## src/rtl/octal_grant_if.sv

```systemverilog
// Grant-decoder bus: code/valid/ack from the encoder side, one-hot grant and status back.
// The master side drives the code and ack; the slave side is the decoder.
interface octal_grant_if;
    logic       x;
    logic       y;
    logic       z;
    logic       v;
    logic       ack;
    logic [7:0] d;
    logic [2:0] code_q;
    logic       busy;
    logic       done;
    logic       timeout;

    modport master (
        output x, y, z, v, ack,
        input  d, code_q, busy, done, timeout
    );

    modport slave (
        input  x, y, z, v, ack,
        output d, code_q, busy, done, timeout
    );
endinterface

```

## src/rtl/octal_grant_decoder.sv

```systemverilog
// Registered 3-to-8 grant decoder with minimum hold and ack-driven release.
// Optional ack timeout is enabled by defining OCT_GRANT_TIMEOUT_EN.
module octal_grant_decoder #(
    parameter int HOLD    = 4,
    parameter int TIMEOUT = 16
) (
    input  logic          clk,
    input  logic          rst,
    octal_grant_if.slave  bus
);

    typedef enum logic [1:0] {
        IDLE    = 2'd0,
        GRANT   = 2'd1,
        RELEASE = 2'd2
    } state_t;

    if (HOLD < 1 || HOLD > 15) begin : g_bad_hold
        $error("HOLD out of range 1..15");
    end
    if (TIMEOUT < 1 || TIMEOUT > 255) begin : g_bad_timeout
        $error("TIMEOUT out of range 1..255");
    end

    function automatic logic [7:0] onehot(input logic [2:0] code);
        onehot = 8'h01 << code;
    endfunction

    state_t     state_r;
    state_t     next_state_s;
    logic [3:0] hold_cnt_r;
    logic [3:0] next_hold_s;
    logic [7:0] d_r;
    logic [7:0] next_d_s;
    logic [2:0] code_r;
    logic [2:0] next_code_s;
    logic       busy_r;
    logic       done_r;
    logic       next_done_s;
    logic       timeout_r;
    logic       next_timeout_s;
`ifdef OCT_GRANT_TIMEOUT_EN
    logic [7:0] wait_cnt_r;
    logic [7:0] next_wait_s;
`endif

    // Next-state and next-output logic for the grant FSM
    always_comb begin
        next_state_s   = state_r;
        next_hold_s    = hold_cnt_r;
        next_d_s       = d_r;
        next_code_s    = code_r;
        next_done_s    = 1'b0;
        next_timeout_s = 1'b0;
`ifdef OCT_GRANT_TIMEOUT_EN
        next_wait_s    = wait_cnt_r;
`endif
        case (state_r)
            IDLE: begin
                next_d_s = 8'h00;
                if (bus.v) begin
                    next_code_s  = {bus.x, bus.y, bus.z};
                    next_d_s     = onehot({bus.x, bus.y, bus.z});
                    next_hold_s  = 4'(HOLD - 1);
`ifdef OCT_GRANT_TIMEOUT_EN
                    next_wait_s  = 8'd0;
`endif
                    next_state_s = GRANT;
                end else begin
                    next_state_s = IDLE;
                end
            end
            GRANT: begin
                if (hold_cnt_r != 4'd0) begin
                    next_hold_s = hold_cnt_r - 4'd1;
                end else if (bus.ack) begin
                    next_d_s     = 8'h00;
                    next_done_s  = 1'b1;
                    next_state_s = RELEASE;
                end else begin
`ifdef OCT_GRANT_TIMEOUT_EN
                    // The wait window spans TIMEOUT full cycles after the hold, so the
                    // forced release lands HOLD+TIMEOUT cycles after the grant started.
                    if (wait_cnt_r == 8'(TIMEOUT)) begin
                        next_d_s       = 8'h00;
                        next_timeout_s = 1'b1;
                        next_state_s   = RELEASE;
                    end else begin
                        next_wait_s = wait_cnt_r + 8'd1;
                    end
`else
                    next_state_s = GRANT;
`endif
                end
            end
            RELEASE: begin
                next_d_s     = 8'h00;
                next_state_s = IDLE;
            end
            default: begin
                next_d_s     = 8'h00;
                next_state_s = IDLE;
            end
        endcase
    end

    // State, counters and registered outputs
    always_ff @(posedge clk or posedge rst) begin
        if (rst) begin
            state_r    <= IDLE;
            hold_cnt_r <= 4'd0;
            d_r        <= 8'h00;
            code_r     <= 3'b000;
            busy_r     <= 1'b0;
            done_r     <= 1'b0;
            timeout_r  <= 1'b0;
`ifdef OCT_GRANT_TIMEOUT_EN
            wait_cnt_r <= 8'd0;
`endif
        end else begin
            state_r    <= next_state_s;
            hold_cnt_r <= next_hold_s;
            d_r        <= next_d_s;
            code_r     <= next_code_s;
            busy_r     <= (next_state_s != IDLE);
            done_r     <= next_done_s;
            timeout_r  <= next_timeout_s;
`ifdef OCT_GRANT_TIMEOUT_EN
            wait_cnt_r <= next_wait_s;
`endif
        end
    end

    assign bus.d       = d_r;
    assign bus.code_q  = code_r;
    assign bus.busy    = busy_r;
    assign bus.done    = done_r;
`ifdef OCT_GRANT_TIMEOUT_EN
    assign bus.timeout = timeout_r;
`else
    assign bus.timeout = 1'b0;
`endif

endmodule
```

## src/flat_wrapper.sv

```systemverilog
// flat-port wrapper written by rule: the top's interface ports become plain ports
module octal_grant_decoder_flat 
#(
    parameter int HOLD    = 4,
    parameter int TIMEOUT = 16
)
  (clk, rst, bus_x, bus_y, bus_z, bus_v, bus_ack, bus_d, bus_code_q, bus_busy, bus_done, bus_timeout);
  octal_grant_if bus_i ();
  input  logic clk;
  input  logic rst;
  input wire logic [$bits(bus_i.x)-1:0] bus_x;
  input wire logic [$bits(bus_i.y)-1:0] bus_y;
  input wire logic [$bits(bus_i.z)-1:0] bus_z;
  input wire logic [$bits(bus_i.v)-1:0] bus_v;
  input wire logic [$bits(bus_i.ack)-1:0] bus_ack;
  output wire logic [$bits(bus_i.d)-1:0] bus_d;
  output wire logic [$bits(bus_i.code_q)-1:0] bus_code_q;
  output wire logic [$bits(bus_i.busy)-1:0] bus_busy;
  output wire logic [$bits(bus_i.done)-1:0] bus_done;
  output wire logic [$bits(bus_i.timeout)-1:0] bus_timeout;
  assign bus_i.x = bus_x;
  assign bus_i.y = bus_y;
  assign bus_i.z = bus_z;
  assign bus_i.v = bus_v;
  assign bus_i.ack = bus_ack;
  assign bus_d = bus_i.d;
  assign bus_code_q = bus_i.code_q;
  assign bus_busy = bus_i.busy;
  assign bus_done = bus_i.done;
  assign bus_timeout = bus_i.timeout;
  octal_grant_decoder #(.HOLD(HOLD), .TIMEOUT(TIMEOUT)) u_core (.clk(clk), .rst(rst), .bus(bus_i));
endmodule
```

## config.mk

```make
export PLATFORM = sky130hd
export DESIGN_NAME = octal_grant_decoder_flat
export DESIGN_NICKNAME = d
export VERILOG_FILES = /design/src/rtl/octal_grant_if.sv /design/src/rtl/octal_grant_decoder.sv /design/src/flat_wrapper.sv
export SDC_FILE = /design/constraint.sdc
export NUM_CORES = 1
export LEC_CHECK = 0
export CAP_MARGIN = 15
export CORE_MARGIN = 2
export CORE_UTILIZATION = 46
export DETAILED_ROUTE_END_ITERATION = 6
export PLACE_DENSITY = 0.75
export SLEW_MARGIN = 20
export SYNTH_ARGS = -nofsm -noshare
export SYNTH_HDL_FRONTEND = slang
export SYNTH_SLANG_ARGS = --single-unit
```

## constraint.sdc

```tcl
create_clock -name clk -period 1.6 [get_ports clk]
set_clock_uncertainty 0.05 [all_clocks]
set_input_delay 0.24 -clock clk [delete_from_list [all_inputs] [get_ports clk]]
set_output_delay 0.24 -clock clk [all_outputs]
set_load 0.01 [all_outputs]
```

### Word-level counts from Yosys, hierarchy flattened

Cells that the tools add are included.

* word-level logic and storage cells: 34
* output and inout port bits: 14
* input bits: 7
* bits in registers: 19

* eq/ne operators: 5
* add/sub/neg operators: 1
* mux-type cells: 14
* shifts and indexed selects: 1
* reduce and logical (&&, ||, !) cells: 7

Operators with widths (count)
* 2-to-1 mux 8 bit: 3
* one-hot mux 8 bit (2 select lines): 1
* 2-to-1 mux 4 bit: 2
* one-hot mux 4 bit (2 select lines): 1
* left shift 1 x 3 -> 8 bit (first input constant): 1
* inequality test 2 bit (second input constant): 3
* 2-to-1 mux 1 bit: 4
* 2-to-1 mux 2 bit: 2
* one-hot mux 2 bit (2 select lines): 1
* AND reduction 2 bit: 2
* nonzero test 2 bit: 2
* nonzero test 4 bit: 1
* subtractor 4 x 1 -> 4 bit (second input constant): 1
* AND reduction 3 bit: 1
* == test 2 x 1 -> 1 bit (second input constant): 1
* logical NOT 2 bit: 1
* inequality test 2 x 1 -> 1 bit (second input constant): 1

### Depth between registers and ports, before layout

* word-level depth: 4
* mapped depth: 5
* gate-level depth less buffers: 5

### Worst setup path after synthesis

No wires, ideal clock.

* path kind: flip-flop to flip-flop
* start point: register u_core.hold_cnt_r[0]
* end point: register u_core.d_r[0], in the netlist u_core.bus.d[0]
* setup time: 121 ps
* required time: 1429 ps
* slack: 205 ps
* buffers on the path: 0
* cell stages (with the launch flop): 6
* clock period less this slack: 1395 ps
* arrival time: 1224 ps
* cells stage by stage: dfrtp_1 inv_1 ha_1 nor3b_2 a21oi_2 a22o_1

* word-level cells in the longest chain between the ends: 3

RTL lines
* from (decl): RTL line octal_grant_decoder.sv:31 `logic [3:0] hold_cnt_r;`
* from (signal assigned): RTL line octal_grant_decoder.sv:122 `hold_cnt_r <= next_hold_s;`
* nonzero test 4 bit: RTL line octal_grant_decoder.sv:74 `if (hold_cnt_r != 4'd0) begin`
* inequality test 2 bit (no line)
* AND reduction 2 bit (no line)
* to (signal assigned): RTL line octal_grant_decoder.sv:123 `d_r <= next_d_s;`
* to (decl): RTL line octal_grant_decoder.sv:33 `logic [7:0] d_r;`

No other way between the ends.
A chain may end at the register's enable or synchronous reset.

### Worst setup path in the final report

* start point: register u_core.hold_cnt_r[0]
* end point: register u_core.hold_cnt_r[3]

* word-level cells in the longest chain between the ends: 3
* elaborated cells on any way between the ends: 6
* those cells by class: add/sub: 1; eq/ne: 1; mux: 2; reduce/logical: 2

RTL lines (RTL line)
* subtractor 4 x 1 -> 4 bit / nonzero test 4 bit (equally long branches): octal_grant_decoder.sv:75, octal_grant_decoder.sv:74
* 2-to-1 mux 4 bit / inequality test 2 x 1 -> 1 bit (equally long branches)
* one-hot mux 4 bit (2 select lines) / AND reduction 3 bit (equally long branches)

Several ways; a longest one is shown, not always the timed one. The select of a mux whose other input is x is not followed.

==> flow_summary_export.csv <==
group,metric,value,unit
sta,fin_tns_setup,0,ns
sta,fmax,0.667,GHz
clock_network,cts_made_buffers,3,
synthesis,yosys_warnings,0,
drt,wire_per_inst,12.7,um
sta,fin_hold_ws,0.212,ns
synthesis,synth_top_area_share,56.6,%
sta,setup_violations,0,
drt,drtPass1Iterations,4,
synthesis,async_flop_share,100,%
clock_network,clock_path_buffers,2,
global_routing,grt_pass1_vias,595,
worst_setup_path,cp.required,1.79,ns
floorplan,num_io_pins,21,
drt,routed_wirelength,1.58,mm
sta,drv_slew,0,
worst_setup_path,end_kind,"register",
floorplan,rows,15,
global_routing,grt_pass1_wl,2.50,mm
floorplan,die_area,2180,um^2
synthesis,yosysTopAreaCell,"dfrtp_1",
power,power_frac_seq,43.8,%
hold_path,hp-class,"in2async",
synthesis,yosysSeqAreaShare,56.6,%
worst_setup_path,worstSetupPathType,"reg2reg",
synthesis,synth-seq-cells,19,
synthesis,syn_inst,74,
layout,fillers,140,
global_routing,grt_antenna_before_repair,0,
clock_network,cts.htree.levels,1,
power,combPwrFrac,43.0,%
placed_design,dp_hpwl,1.14,mm
floorplan,start_util,48.6,%
synthesis,synthDistinctLibCells,28,
floorplan,core_area,1730,um^2
global_routing,grt_usage,16.6,%
layout,layout.area.seq,475,um^2
layout,layout_common_cells,"19 x clkdlybuf4s50_1, 19 x dfrtp_1, 8 x nand2_1, 7 x a22o_1, 5 x inv_1",
synthesis,synthTopCellsByArea,"dfrtp_1 57%, a22o_1 7.3%, nand2_1 3.6%",
worst_setup_path,worstPathArrival,1.69,ns
sta,finalCriticalPeriod,1.50,ns
clock_network,insertion_delay,0.29,ns
synthesis,syn_area,840,um^2
power,ir_worst_vdd,946,uV
run,max_cap_violations,0,
drt,drt-initial-drc-count,12,
clock_network,root_buffer,"clkbuf_4",
power,swShare,34.9,%
global_routing,grt_overflow,0,
layout,post-route-util,65.4,%
worst_setup_path,crit_path_start_kind,"register",
drt,viasPerCell,5.29,
synthesis,synth_edf_count,0,
clock_network,clk_pin_slew,0.10,ns
placed_design,dpl.cell_count,119,
power,clkPwrFrac,13.3,%
synthesis,avgSynthCellArea,11.3,um^2
drt,vias,656,
synthesis,synth_nets,82,
layout,drive_gt1_share,15.2,%
power,cellLeakagePower,0.514,nW
sta,fin_crit_sh,93.7,%
worst_setup_path,critPathMaxFanout,5,
layout,multi_input_area,355,um^2
floorplan,die_w,46.7,um
drt,drcViolationCount,0,
placed_design,placement.io_buffers,19,
floorplan,die_y,46.7,um
clock_network,cts_hold_buf,0,
synthesis,synth_flop_cell,"dfrtp_1",
global_routing,grt_max_degree,20,
layout,nets,108,
layout,diodes,0,
clock_network,cts.sinks,19,
placed_design,finalWeightedCongestion,0.767,
clock_network,cts_tree,"built",
layout,areaGrowthSynthToFinish,34.4,%
run_status,status,"finished clean",
layout,final_cells,124,
power,p_sw,0.000603,W
power,power_density,1530,nW/um^2
power,p_int,0.00112,W
drt,ant_nets,0,
sta,hold_viol_final,0,
==> metal layers <==
layer  wire [um]  GRT usage [%]
met3          65           5.88
met5           0              0
met1         771           23.3
met4          11           5.00
met2         730           24.4
==> cell families after synthesis <==
logic type,after synthesis,share of synthesized area [%]
compound gates,19,17.9
fa+ha+maj,1,1.49
buf+inv,7,3.73
flops,19,56.6
other cells,1,0.447
simple gates,27,19.8
==> worst paths after layout <==
| check | from | to | slack (ns) | cells past startpoint |
|---|---|---|---|---|
| min reg2reg | u_core.bus.code_q[0] | u_core.bus.code_q[0] | 0.44 | 2 |
| max in group asynchronous | rst | u_core.hold_cnt_r[1] | 1.10 | 3 |
| max | u_core.hold_cnt_r[0] | u_core.hold_cnt_r[3] | 0.10 | 4 |
| min in group clk | u_core.bus.code_q[0] | u_core.bus.code_q[0] | 0.44 | 2 |
| min | rst | u_core.state_r[0] | 0.21 | 3 |
| max reg2reg | u_core.hold_cnt_r[0] | u_core.hold_cnt_r[3] | 0.10 | 4 |
==> synth_stat cells, types with 2 or more instances <==
cell,number
a32o_1,2
nor2b_1,3
o31ai_1,2
dfrtp_1,19
nor3_1,2
nor2_1,2
a22o_1,7
a31oi_1,2
o22ai_1,2
nand2_1,8
nor3b_2,2
nand2b_1,3
inv_1,5
==> final cells by class <==
| cell class | instances | share of cell area, % |
|---|---|---|
| clock buffers | 3 | 2.00 |
| clock inverters | 1 | 0.443 |
| inverters | 5 | 1.66 |
| multi-input cells | 48 | 31.5 |
| flip-flops and latches | 19 | 42.1 |
| well taps | 25 | 2.77 |
| repair buffers | 23 | 19.5 |
==> power groups by stage <==
stage / Sequential, W / Combinational [W] / Clock [W]
after floorplan: 0.000761 / 0.000380 / 0
after global placement: 0.000750 / 0.000676 / 0
after detailed placement: 0.000755 / 0.000691 / 0
after CTS: 0.000746 / 0.000693 / 0.000245
after global routing: 0.000777 / 0.000818 / 0.000258
final: 0.000755 / 0.000741 / 0.000229
==> sequential cells by signal (all words and copies together) (netlist names) <==
register and flops:
u_core.bus.d 8, u_core.bus.busy 1, u_core.bus.done 1, u_core.hold_cnt_r 4, u_core.bus.code_q 3, u_core.state_r 2
==> per-stage QoR <==
| step | worst slack [ns] | total power [W] | instance area (um^2) |
|---|---|---|---|
| 2_1_floorplan | 0.205 | 0.00114 | 840 |
| 3_3_place_gp | 0.00532 | 0.00143 | 1070 |
| 3_5_place_dp | -0.0582 | 0.00145 | 1070 |
| 4_1_cts | 0.0645 | 0.00168 | 1100 |
| 5_1_grt | -0.00242 | 0.00185 | 1130 |
| 6_report | 0.100 | 0.00173 | 1130 |
==> timing repair <==
item                       CTS  global route
resized for setup            0             4
setup endpoints to repair    0             6
buffers inserted             0             1
==> critical path, cell delays in order, from the launching register on <==
cell and delay [ns]:
dfrtp_1 0.39, buf_4 0.15, or4_4 0.52, o31ai_2 0.19, a22o_1 0.15
Note: power is estimated with default switching activity, not from simulation.
==> RTL edit: new RTL, same flow settings <==
`d_r` no longer has a reset.
--- a/src/rtl/octal_grant_decoder.sv
+++ b/src/rtl/octal_grant_decoder.sv
@@ -111,3 +111,2 @@
             hold_cnt_r <= 4'd0;
-            d_r        <= 8'h00;
             code_r     <= 3'b000;
@@ -122,3 +121,2 @@
             hold_cnt_r <= next_hold_s;
-            d_r        <= next_d_s;
             code_r     <= next_code_s;
@@ -131,2 +129,6 @@
         end
+    end
+
+    always_ff @(posedge clk) begin
+        d_r <= next_d_s;
     end
Function: changed (a bounded check fails within 4 cycles, from zero or initial values and one cycle with rst high).
==> RTL edit against the original RTL <==
- synthesized area fell by 3.7%
- fmax fell by 2.5%
- final area fell by 6.4%
- power rose by 7.3%
- setup slack got worse by 0.038 ns
- sequential cell count did not move
- routed wire length fell by 10%
- via count fell by 12%
- critical endpoint is now u_core.bus.d[1]$_SDFFCE_PP0P_
==> RTL edit: results (changes against the original RTL) <==
** Finish
- Share of final-layout standard cells stronger than drive strength 1 :: 0.09677 (-0.05474)
- Diodes inserted :: 0 (unchanged)
- The number of flip-flops in the largest register is 8 (unchanged).
- The filler cell count in the final layout was 131 (-6.4%).
- Net count reported at finish :: 102 (-5.6%)

** GRT
- The number of global-route vias before repair is 498 (-16%).
- Pin count of the biggest net entering global routing :: 12 (-40%)
- The initial antenna violation count came to 0 (unchanged).
- Overall global routing resource usage :: 0.1566 (-0.009677)
- Wire length of the first global-routing pass :: 2228 um (-11%)

** Detailed routing
- The amount of wire on met2 after detailed routing was 698 um (-4.4%).
- Via Count :: 578 (-12%)
- Number of iterations in the first detailed-routing pass :: 4 (unchanged)
- The amount of wire on met3 after detailed routing was 87 um (+34%).
- Highest layer used for signal routing :: met4
- The number of DRC markers in iteration 0 came to 12 (unchanged).
- The overall routed net length was 1413 um (-10%).
- The routed metal-1 wire length came to 614 um (-20%).

** Critical path
- The most critical setup path has its startpoint at u_core.hold_cnt_r[0]$_DFFE_PP0P_.
- Arrival time reported for the critical path endpoint :: 1.50 ns (-0.19 ns)
- Largest fanout on the critical path :: 8 (+3)
- Slack of the worst reg-to-reg path :: 0.06 ns (-0.04 ns)
- The worst register-to-register path ends at u_core.bus.d[1]$_SDFFCE_PP0P_.
- R2R cell count :: 5 (+1)
- Worst r2r src :: u_core.hold_cnt_r[0]$_DFFE_PP0P_

** Placement
- Number of input and output port buffers inserted :: 19 (unchanged)
- Routability cong. :: 0.8038 (+4.8%)
- The HPWL after detailed placement was 1070 um (-5.7%).
- Worst slack at placement :: 0.004207 ns (+0.06244 ns)

** Synthesis
- Net count of the mapped netlist :: 78 (-4.9%)
- Number of distinct library cell variants in the gate-level netlist after synthesis :: 25 (-11%)
- Number of enable-type register cells in the synthesized netlist :: 8 (+8)
- Ranked by instance count, the synthesized netlist is headed by 11 x dfrtp_1, 9 x nand2_1, 8 x edfxtp_1, 8 x nor2_1.
- The fraction of the yosys area taken by sequential cells was 0.6378 (+0.07145).
- Share of async-settable or async-resettable flops after synthesis :: 0.5789 (-0.4211)
- After synthesis, the cell types taking the most area are dfrtp_1 34%, edfxtp_1 30%, nand2_1 4.2%.

** Clocking
- The clock latency reported for the late side of the worst-skew pair came to 0.29 ns (about the same).
- The clock transition time at the flip-flop clock pins of the worst setup and hold paths is 0.10 ns (about the same).
- Number of levels the H-tree was split into :: 1 (unchanged)
- The cell sitting at the root of the clock tree is a clkbuf_4.

** Power and ir drop
- Standby leakage power :: 0.0004366 uW (-15%)
- The maximum resistive drop on vdd came to 0.8597 mV (-9.1%).

** Run status
- Status :: complete, no violations
RTL edit: worst max-delay path, stage by stage (launching register included):
cell and delay (ns):
dfrtp_1 0.41, inv_1 0.08, ha_1 0.21, nor3b_2 0.21, nand2_1 0.15, nand2_4 0.15
RTL edit: per-layer routing:
metal  track usage  vias to the layer above
li1              -                      284
met1        0.1974                      269
met2        0.2444                       23
met3       0.03968                        2
met4       0.08571                        0
met5             0                        -
RTL edit: worst max path at each step:
stage                                  endpoint  slack, ns  cells past startpoint
2_1_floorplan     u_core.bus.d[0]$_SDFFCE_PP0P_       0.03                      5
3_3_place_gp      u_core.bus.d[2]$_SDFFCE_PP0P_       0.06                      4
3_5_place_dp   u_core.bus.code_q[0]$_DFFE_PP0N_      0.004                      3
4_1_cts           u_core.bus.d[0]$_SDFFCE_PP0P_       0.05                      5
5_1_grt           u_core.bus.d[5]$_SDFFCE_PN0P_      0.001                      5
6_report          u_core.bus.d[1]$_SDFFCE_PP0P_       0.06                      5
RTL edit: cell families after synthesis:
logic type | synth area share
other cells | 0.004640
simple gates | 0.2105
buf+inv | 0.03869
compound gates | 0.06501
fa+ha+maj | 0.01548
flops | 0.6378
mux | 0.02786
RTL edit: through the flow:
| stage | area (um2) | instances | util | hold slack (ns) |
|---|---|---|---|---|
| 2_1_floorplan | 810.8 | 70 | - | 0.04244 |
| 3_3_place_gp | 1025 | 106 | 0.6067 | 0.4190 |
| 3_5_place_dp | 1025 | 106 | 0.6067 | 0.4297 |
| 4_1_cts | 1051 | 110 | 0.6222 | 0.1830 |
| 5_1_grt | 1056 | 110 | 0.6252 | 0.2250 |
| 6_report | 1056 | 110 | 0.6252 | 0.1786 |
RTL edit: power by group:
group	total (uW)	internal, uW	leakage [uW]	switching (uW)
sequential	848	731	0.000209	117
clock	232	96.8	0.0000150	136
combinational	771	427	0.000212	343
RTL edit: cell type report:
| cell class | count | area [um2] | share of cell area |
|---|---|---|---|
| Sequential cell | 19 | 515.5 | 0.4882 |
| Inverter | 5 | 18.77 | 0.01777 |
| Tap cell | 17 | 21.27 | 0.02014 |
| Multi-Input combinational cell | 44 | 269.0 | 0.2547 |
| Timing Repair Buffer | 21 | 205.2 | 0.1943 |
| Clock buffer | 4 | 26.28 | 0.02488 |
